$ cat src/rtl/mem_arbiter_if.sv
// rtl/mem_arbiter_if.sv - fetch/LSU request ports and shared memory port of the arbiter
interface mem_arbiter_if #(
  parameter int ADDR_WIDTH = 32,
  parameter int DATA_WIDTH = 32
);
  logic                      if_req_i;
  logic [ADDR_WIDTH-1:0]     if_addr_i;
  logic [DATA_WIDTH-1:0]     if_rdata_o;
  logic                      if_ack_o;

  logic                      ls_req_i;
  logic                      ls_we_i;
  logic [DATA_WIDTH/8-1:0]   ls_be_i;
  logic [ADDR_WIDTH-1:0]     ls_addr_i;
  logic [DATA_WIDTH-1:0]     ls_wdata_i;
  logic [DATA_WIDTH-1:0]     ls_rdata_o;
  logic                      ls_ack_o;

  logic                      mem_en_o;
  logic [DATA_WIDTH/8-1:0]   mem_we_o;
  logic [ADDR_WIDTH-1:0]     mem_addr_o;
  logic [DATA_WIDTH-1:0]     mem_wdata_o;
  logic [DATA_WIDTH-1:0]     mem_rdata_i;

  logic                      busy_o;

  // The arbiter side: answers both requesters and drives the memory
  modport master (
    input  if_req_i, if_addr_i,
    output if_rdata_o, if_ack_o,
    input  ls_req_i, ls_we_i, ls_be_i, ls_addr_i, ls_wdata_i,
    output ls_rdata_o, ls_ack_o,
    output mem_en_o, mem_we_o, mem_addr_o, mem_wdata_o,
    input  mem_rdata_i,
    output busy_o
  );

  modport slave (
    output if_req_i, if_addr_i,
    input  if_rdata_o, if_ack_o,
    output ls_req_i, ls_we_i, ls_be_i, ls_addr_i, ls_wdata_i,
    input  ls_rdata_o, ls_ack_o,
    input  mem_en_o, mem_we_o, mem_addr_o, mem_wdata_o,
    output mem_rdata_i,
    input  busy_o
  );
endinterface

$ cat src/rtl/mem_arbiter.sv
// rtl/mem_arbiter.sv - shares one single-port memory between instruction fetch and the LSU
module mem_arbiter #(
  parameter int ADDR_WIDTH  = 32,
  parameter int DATA_WIDTH  = 32,
  parameter int MEM_LATENCY = 1
) (
  input  logic          clk,
  input  logic          reset,
  mem_arbiter_if.master bus
);
  localparam int BE_WIDTH = DATA_WIDTH / 8;

  typedef enum logic [1:0] {ST_IDLE, ST_ISSUE, ST_WAIT, ST_DONE} state_t;

  state_t                state, state_nxt;
  logic                  grant_any, grant_ls, capture;
  logic                  last_ls;
  logic                  lat_ls, lat_we;
  logic [BE_WIDTH-1:0]   lat_be;
  logic [ADDR_WIDTH-1:0] lat_addr;
  logic [DATA_WIDTH-1:0] lat_wdata;
  logic [2:0]            lat_cnt;
  logic [DATA_WIDTH-1:0] if_rdata, ls_rdata;

  assign grant_any = bus.if_req_i | bus.ls_req_i;
  // On a tie the port that did not win last time gets the memory
  assign grant_ls  = bus.ls_req_i & (~bus.if_req_i | ~last_ls);
  assign capture   = (state == ST_WAIT) && (lat_cnt == 3'd1);

  always_ff @(posedge clk or posedge reset) begin
    if (reset) begin
      state <= ST_IDLE;
    end else begin
      state <= state_nxt;
    end
  end

  always_comb begin
    state_nxt       = state;
    bus.mem_en_o    = 1'b0;
    bus.mem_we_o    = '0;
    bus.mem_addr_o  = '0;
    bus.mem_wdata_o = '0;
    bus.if_ack_o    = 1'b0;
    bus.ls_ack_o    = 1'b0;
    bus.busy_o      = (state != ST_IDLE);
    case (state)
      ST_IDLE: begin
        if (grant_any) state_nxt = ST_ISSUE;
      end
      ST_ISSUE: begin
        bus.mem_en_o    = 1'b1;
        bus.mem_we_o    = lat_we ? lat_be : '0;
        bus.mem_addr_o  = lat_addr;
        bus.mem_wdata_o = lat_wdata;
        state_nxt       = ST_WAIT;
      end
      ST_WAIT: begin
        if (capture) state_nxt = ST_DONE;
      end
      ST_DONE: begin
        bus.if_ack_o = ~lat_ls;
        bus.ls_ack_o = lat_ls;
        state_nxt    = ST_IDLE;
      end
      default: state_nxt = ST_IDLE;
    endcase
  end

  always_ff @(posedge clk or posedge reset) begin
    if (reset) begin
      last_ls   <= 1'b0;
      lat_ls    <= 1'b0;
      lat_we    <= 1'b0;
      lat_be    <= '0;
      lat_addr  <= '0;
      lat_wdata <= '0;
      lat_cnt   <= 3'd0;
      if_rdata  <= '0;
      ls_rdata  <= '0;
    end else begin
      if (state == ST_IDLE && grant_any) begin
        lat_ls    <= grant_ls;
        lat_we    <= grant_ls & bus.ls_we_i;
        lat_be    <= grant_ls ? bus.ls_be_i : '0;
        lat_addr  <= grant_ls ? bus.ls_addr_i : bus.if_addr_i;
        lat_wdata <= grant_ls ? bus.ls_wdata_i : '0;
      end
      if (state == ST_ISSUE) begin
        lat_cnt <= 3'(MEM_LATENCY);
        last_ls <= lat_ls;
      end else if (state == ST_WAIT) begin
        lat_cnt <= lat_cnt - 3'd1;
      end
      if (capture) begin
        if (lat_ls) ls_rdata <= bus.mem_rdata_i;
        else        if_rdata <= bus.mem_rdata_i;
      end
    end
  end

  assign bus.if_rdata_o = if_rdata;
  assign bus.ls_rdata_o = ls_rdata;
endmodule

$ cat src/flat_wrapper.sv
// flat-port wrapper written by rule: the top's interface ports become plain ports
module mem_arbiter_flat 
#(
  parameter int ADDR_WIDTH  = 32,
  parameter int DATA_WIDTH  = 32,
  parameter int MEM_LATENCY = 1
)
  (clk, reset, bus_if_req_i, bus_if_addr_i, bus_if_rdata_o, bus_if_ack_o, bus_ls_req_i, bus_ls_we_i, bus_ls_be_i, bus_ls_addr_i, bus_ls_wdata_i, bus_ls_rdata_o, bus_ls_ack_o, bus_mem_en_o, bus_mem_we_o, bus_mem_addr_o, bus_mem_wdata_o, bus_mem_rdata_i, bus_busy_o);
  mem_arbiter_if #(.ADDR_WIDTH(ADDR_WIDTH), .DATA_WIDTH(DATA_WIDTH)) bus_i ();
  input  logic clk;
  input  logic reset;
  input wire logic [$bits(bus_i.if_req_i)-1:0] bus_if_req_i;
  input wire logic [$bits(bus_i.if_addr_i)-1:0] bus_if_addr_i;
  output wire logic [$bits(bus_i.if_rdata_o)-1:0] bus_if_rdata_o;
  output wire logic [$bits(bus_i.if_ack_o)-1:0] bus_if_ack_o;
  input wire logic [$bits(bus_i.ls_req_i)-1:0] bus_ls_req_i;
  input wire logic [$bits(bus_i.ls_we_i)-1:0] bus_ls_we_i;
  input wire logic [$bits(bus_i.ls_be_i)-1:0] bus_ls_be_i;
  input wire logic [$bits(bus_i.ls_addr_i)-1:0] bus_ls_addr_i;
  input wire logic [$bits(bus_i.ls_wdata_i)-1:0] bus_ls_wdata_i;
  output wire logic [$bits(bus_i.ls_rdata_o)-1:0] bus_ls_rdata_o;
  output wire logic [$bits(bus_i.ls_ack_o)-1:0] bus_ls_ack_o;
  output wire logic [$bits(bus_i.mem_en_o)-1:0] bus_mem_en_o;
  output wire logic [$bits(bus_i.mem_we_o)-1:0] bus_mem_we_o;
  output wire logic [$bits(bus_i.mem_addr_o)-1:0] bus_mem_addr_o;
  output wire logic [$bits(bus_i.mem_wdata_o)-1:0] bus_mem_wdata_o;
  input wire logic [$bits(bus_i.mem_rdata_i)-1:0] bus_mem_rdata_i;
  output wire logic [$bits(bus_i.busy_o)-1:0] bus_busy_o;
  assign bus_i.if_req_i = bus_if_req_i;
  assign bus_i.if_addr_i = bus_if_addr_i;
  assign bus_if_rdata_o = bus_i.if_rdata_o;
  assign bus_if_ack_o = bus_i.if_ack_o;
  assign bus_i.ls_req_i = bus_ls_req_i;
  assign bus_i.ls_we_i = bus_ls_we_i;
  assign bus_i.ls_be_i = bus_ls_be_i;
  assign bus_i.ls_addr_i = bus_ls_addr_i;
  assign bus_i.ls_wdata_i = bus_ls_wdata_i;
  assign bus_ls_rdata_o = bus_i.ls_rdata_o;
  assign bus_ls_ack_o = bus_i.ls_ack_o;
  assign bus_mem_en_o = bus_i.mem_en_o;
  assign bus_mem_we_o = bus_i.mem_we_o;
  assign bus_mem_addr_o = bus_i.mem_addr_o;
  assign bus_mem_wdata_o = bus_i.mem_wdata_o;
  assign bus_i.mem_rdata_i = bus_mem_rdata_i;
  assign bus_busy_o = bus_i.busy_o;
  mem_arbiter #(.ADDR_WIDTH(ADDR_WIDTH), .DATA_WIDTH(DATA_WIDTH), .MEM_LATENCY(MEM_LATENCY)) u_core (.clk(clk), .reset(reset), .bus(bus_i));
endmodule
$ cat config.mk
export PLATFORM = sky130hd
export DESIGN_NAME = mem_arbiter_flat
export DESIGN_NICKNAME = d
export VERILOG_FILES = /design/src/rtl/mem_arbiter_if.sv /design/src/rtl/mem_arbiter.sv /design/src/flat_wrapper.sv
export SDC_FILE = /design/constraint.sdc
export NUM_CORES = 1
export LEC_CHECK = 0
export ABC_AREA = 1
export CORE_MARGIN = 2
export CORE_UTILIZATION = 44
export CTS_CLUSTER_DIAMETER = 30
export CTS_CLUSTER_SIZE = 24
export DETAILED_ROUTE_END_ITERATION = 12
export PLACE_DENSITY = 0.86
export SLEW_MARGIN = 20
export SYNTH_ARGS = -nofsm -noshare
export SYNTH_HDL_FRONTEND = slang
export SYNTH_SLANG_ARGS = --single-unit
$ cat constraint.sdc
create_clock -name clk -period 5.9 [get_ports clk]
set_input_delay 0.59 -clock clk [delete_from_list [all_inputs] [get_ports clk]]
set_output_delay 0.59 -clock clk [all_outputs]
set_load 0.05 [all_outputs]
== Word-level counts from Yosys, hierarchy flattened ==
Index checks and enable logic that the tools add are counted.
Word-level totals
  bits of input ports: 137
  output and inout port bits: 136
  logic and storage cells: 47
  register bits: 140
Operators by class
  add/subtract/negate cells: 1
  bitwise gates (word level): 7
  equality and inequality tests: 6
  reduce and logical (&&, ||, !) cells: 8
  multiplexer cells: 15
Operators by type and width (number)
  32-bit two-way mux: 4
  4-bit two-way mux: 3
  2-bit one-hot mux with 4 select lines: 1
  3-bit two-way mux: 2
  2-bit AND reduction: 3
  2-bit == test (second input constant): 2
  2-bit two-way mux: 2
  2-bit by 1-bit inequality test with 1-bit output (second input constant): 2
  2-bit nonzero test: 2
  3-bit by 1-bit == test with 1-bit output (second input constant): 1
  1-bit two-way mux: 3
  1-bit inverter: 3
  3-bit by 1-bit subtractor with 3-bit output (second input constant): 1
  1-bit AND: 2
  2-bit by 1-bit == test with 1-bit output (second input constant): 1
  1-bit logical AND: 2
  2-bit zero test: 1
  1-bit OR: 2

== Depth between registers and ports, before layout ==
  depth in word-level cells: 4
  mapped depth: 8
  depth with buffers taken out: 7

== Worst setup path after synthesis ==
Ideal clock, no wire load.
  kind: reg2out
  start point: reg u_core.state[1]
  end point: out bus_mem_we_o[0]
  arrival: 2.139 ns
  stages on the path, launching flop included: 7
  slack: 3.171 ns
  path buffers: 2
  required time: 5.310 ns
  cells stage by stage: dfrtp_1 inv_1 ha_1 clkbuf_1 buf_2 nand2_1 nor2_1
Between the ends
  longest elaborated chain between the ends: 2
RTL lines
  start: declaration: RTL line mem_arbiter.sv:15  | state_t state, state_nxt;
  start signal: assignment: RTL line mem_arbiter.sv:34  | state <= state_nxt;
  2-bit by 1-bit == test with 1-bit output: RTL line mem_arbiter.sv:47  | case (state)
  4-bit two-way mux: RTL line mem_arbiter.sv:47
  end: declaration: RTL line flat_wrapper.sv:24  | output wire logic [$bits(bus_i.mem_we_o)-1:0] bus_mem_we_o;
Every way passes these cells.

== Worst setup path in the final report ==
Same ends and word-level chain as after synthesis.

==> results.ini <==
[cells_and_area]
stdcell_area_um2=10200
multi_input_area_um2=2530
areaGrowthSynthToFinish_pct=48.2
n_antenna_cell=0
n_fill_cell=1237
layout-drive-gt1-share_pct=4.45
regArea_um2=3500
nets=1299

[grt]
first_global_vias=6342
grt_pass1_wl_um=31900
grt_overflow=0
grt_max_degree=81
antenna_found_initial=0
grtUsageTotal_pct=24.6

[hold_path]
hold_end=u_core.bus.ls_rdata_o[22]$_DFFE_PP0P_
holdCritPathClass=flop to flop
holdCritStartpoint=u_core.bus.ls_rdata_o[22]$_DFFE_PP0P_
min_path_cells=2

[yosys]
synth_top_family_by_area=simple AND/OR/NAND/NOR gates
synth-simple-area-share_pct=34.8
seq_area_frac_synth_pct=51.0
syn_area_um2=6870
syn-instance-count=915
synthXorXnorAreaFrac_pct=0
ys_warn_count=0
synthMuxAreaShare_pct=0
synth-adder-area-share_pct=1.09
synth_cell_types=21
synth_compound_area_share_pct=0.674
ys_ff_latch=140
syn_area_per_cell_um2=7.50
synth_nets=1058

[clock_tree]
cts.path.max_buffers=2
cts_hold_buf=0
numCtsBuffers=17
postCtsResizedCells=0
cts.reportedPaths.clkPinSlew_ns=0.06
cts.sinks=140
ctsHtreeMaxLevel=4
clock-root-buffer=clkbuf_16
cts_setup_buffers=0
clk_latency_ns=0.42
cts_tree=built

[worst_setup_path]
worstReg2RegStart=u_core.lat_cnt[1]$_DFFE_PP0P_
crit_arrival_ns=3.09
critical_path_class=flop to output port
endpoint_kind=output port
worstPathMaxFanout=46
cpPeakStageDelay_ns=0.81
r2r_end=u_core.bus.ls_rdata_o[19]$_DFFE_PP0P_
required_ns=5.31
r2r_cells=8
crit_chain=inv_1 > ha_2 > buf_4 > nand2_1 > nor2_1 > clkdlybuf4s50_1
cp-start-kind=flop
ff2ff_setup_slack_ns=3.44
slowest_stage=clkdlybuf4s50_1

[place]
place_congestion=0.870
portBuffers=272
place_area_um2=9590
dp_hpwl_um=14000

[timing]
fin_crit_ns=3.68
relSlewSlack_pct=48.7
slew_viol_final=0
setup_violations=0
skew_ns=0.00908
finalSetupTns_ns=0
tightest_slew_ns=0.770
max_clock_freq_ghz=0.272
finalHoldViolCount=0
grt_setup_unrepaired=no
fin_crit_sh_pct=62.4

[floorplanning]
rows=45
dieHeight_um=129
core_area_um2=15200
dieWidth_um=129
die_area_um2=16600
ios=273
initial_core_util_pct=45.2

[power]
p_leak_nw=5.49
peakVddDrop_uv=260
p_per_area_nw_per_um2=592
finalPower_w=0.00602

[routing]
antenna_left=0
wl_per_cell_um=14.9
vias=6732
drc=0
viasPerCell=4.96
firstDrtPassIters=5
drt-initial-drc-count=529
wirelength_um=20300

[run_status]
status=completed

[run]
drv_cap=0

state kept, by name (all words and copies together), names as in the netlist:
name,count
u_core.bus.if_rdata_o,32
u_core.bus.ls_rdata_o,32
u_core.lat_addr,32
u_core.lat_wdata,32
u_core.lat_be,4
u_core.lat_cnt,3
u_core.state,2
u_core.last_ls,1
u_core.lat_ls,1
u_core.lat_we,1
through the flow:
stage	cells	util, %	hold slack, ns	setup WS, ns
6_report	1357	66.9	0.471	2.22
2_1_floorplan	915	-	0.449	1.56
3_3_place_gp	1325	63.1	0.452	2.67
4_1_cts	1357	66.9	0.472	2.21
5_1_grt	1357	66.9	0.486	2.01
3_5_place_dp	1325	63.1	0.457	2.68
worst max path at each step:
stage                                           start                                    to  slack (ns)  cells after the start
after floorplan                                 reset  u_core.bus.if_rdata_o[0]$_DFFE_PP0P_        1.56                      1
after global placement    u_core.state[1]$_DFFE_PP0P_                       bus_mem_we_o[2]        2.67                      6
after detailed placement  u_core.state[1]$_DFFE_PP0P_                       bus_mem_we_o[0]        2.68                      6
after CTS                 u_core.state[1]$_DFFE_PP0P_                       bus_mem_we_o[0]        2.21                      6
after global routing      u_core.state[1]$_DFFE_PP0P_                       bus_mem_we_o[1]        2.01                      6
final                     u_core.state[1]$_DFFE_PP0P_                       bus_mem_we_o[0]        2.22                      6
critical path: cells and delay by family, from the launching register on:
family                     cells  cell delay, ns
and+or+nand+nor                2            0.30
DFF                            1            0.42
adders and majority gates      1            0.50
buffers and inverters          3            1.43
cell usage after synthesis:
library cell | number | area share (%)
nor2_1 | 9 | 0.49
o21ai_0 | 4 | 0.29
buf_2 | 31 | 2.3
nand2_2 | 1 | 0.091
inv_2 | 2 | 0.11
nor2_8 | 1 | 0.29
dfrtp_1 | 140 | 51
ha_1 | 6 | 1.1
nand2_4 | 1 | 0.16
buf_6 | 3 | 0.49
nand2_1 | 413 | 23
buf_4 | 9 | 0.98
nor2_2 | 1 | 0.091
clkbuf_1 | 15 | 0.82
inv_1 | 141 | 7.7
nand4_1 | 64 | 5.8
nand3_1 | 69 | 5.0
a21oi_1 | 2 | 0.15
nor2_4 | 1 | 0.16
or2_2 | 1 | 0.091
o21ai_4 | 1 | 0.24
cell families (layout without fill, tap and decap cells):
kind of cell,count (synthesis),after routing
AO/OA/AOI/OAI,7,7
adder cells (fa/ha/maj),6,6
buffers and inverters,201,455
flip-flops,140,140
AND/OR/NAND/NOR,561,561
cell type report:
class | count | share of cell area, %
clock buffer | 23 | 4.89
clock inverter | 9 | 0.836
inverter | 143 | 5.33
multi-input combinational | 574 | 24.8
sequential | 140 | 34.4
tap | 188 | 2.31
timing repair buffer | 280 | 27.4
power by group:
group	switching, W	total [W]	internal (W)
registers	0.000268	0.00168	0.00141
clock network	0.000399	0.00103	0.000636
logic	0.00230	0.00331	0.00101
routing by layer:
metal	up-vias	wire [um]	track usage, %
li1	3266	-	-
met1	3114	7850	30.0
met2	325	10100	41.5
met3	27	1940	7.40
met4	0	391	9.14
met5	-	0	0
cell usage in the layout (no fill, tap or decap), drive strengths merged, types with 4 or more instances in the layout:
cell,netlist,routed
nand2,415,415
clkdlybuf4s50,0,272
inv,143,144
dfrtp,140,140
nand3,69,69
nand4,64,64
clkbuf,15,23
nor2,12,12
buf,43,8
ha,6,6
o21ai,5,5
clkinv,0,4
(Power assumes the default switching activity.)
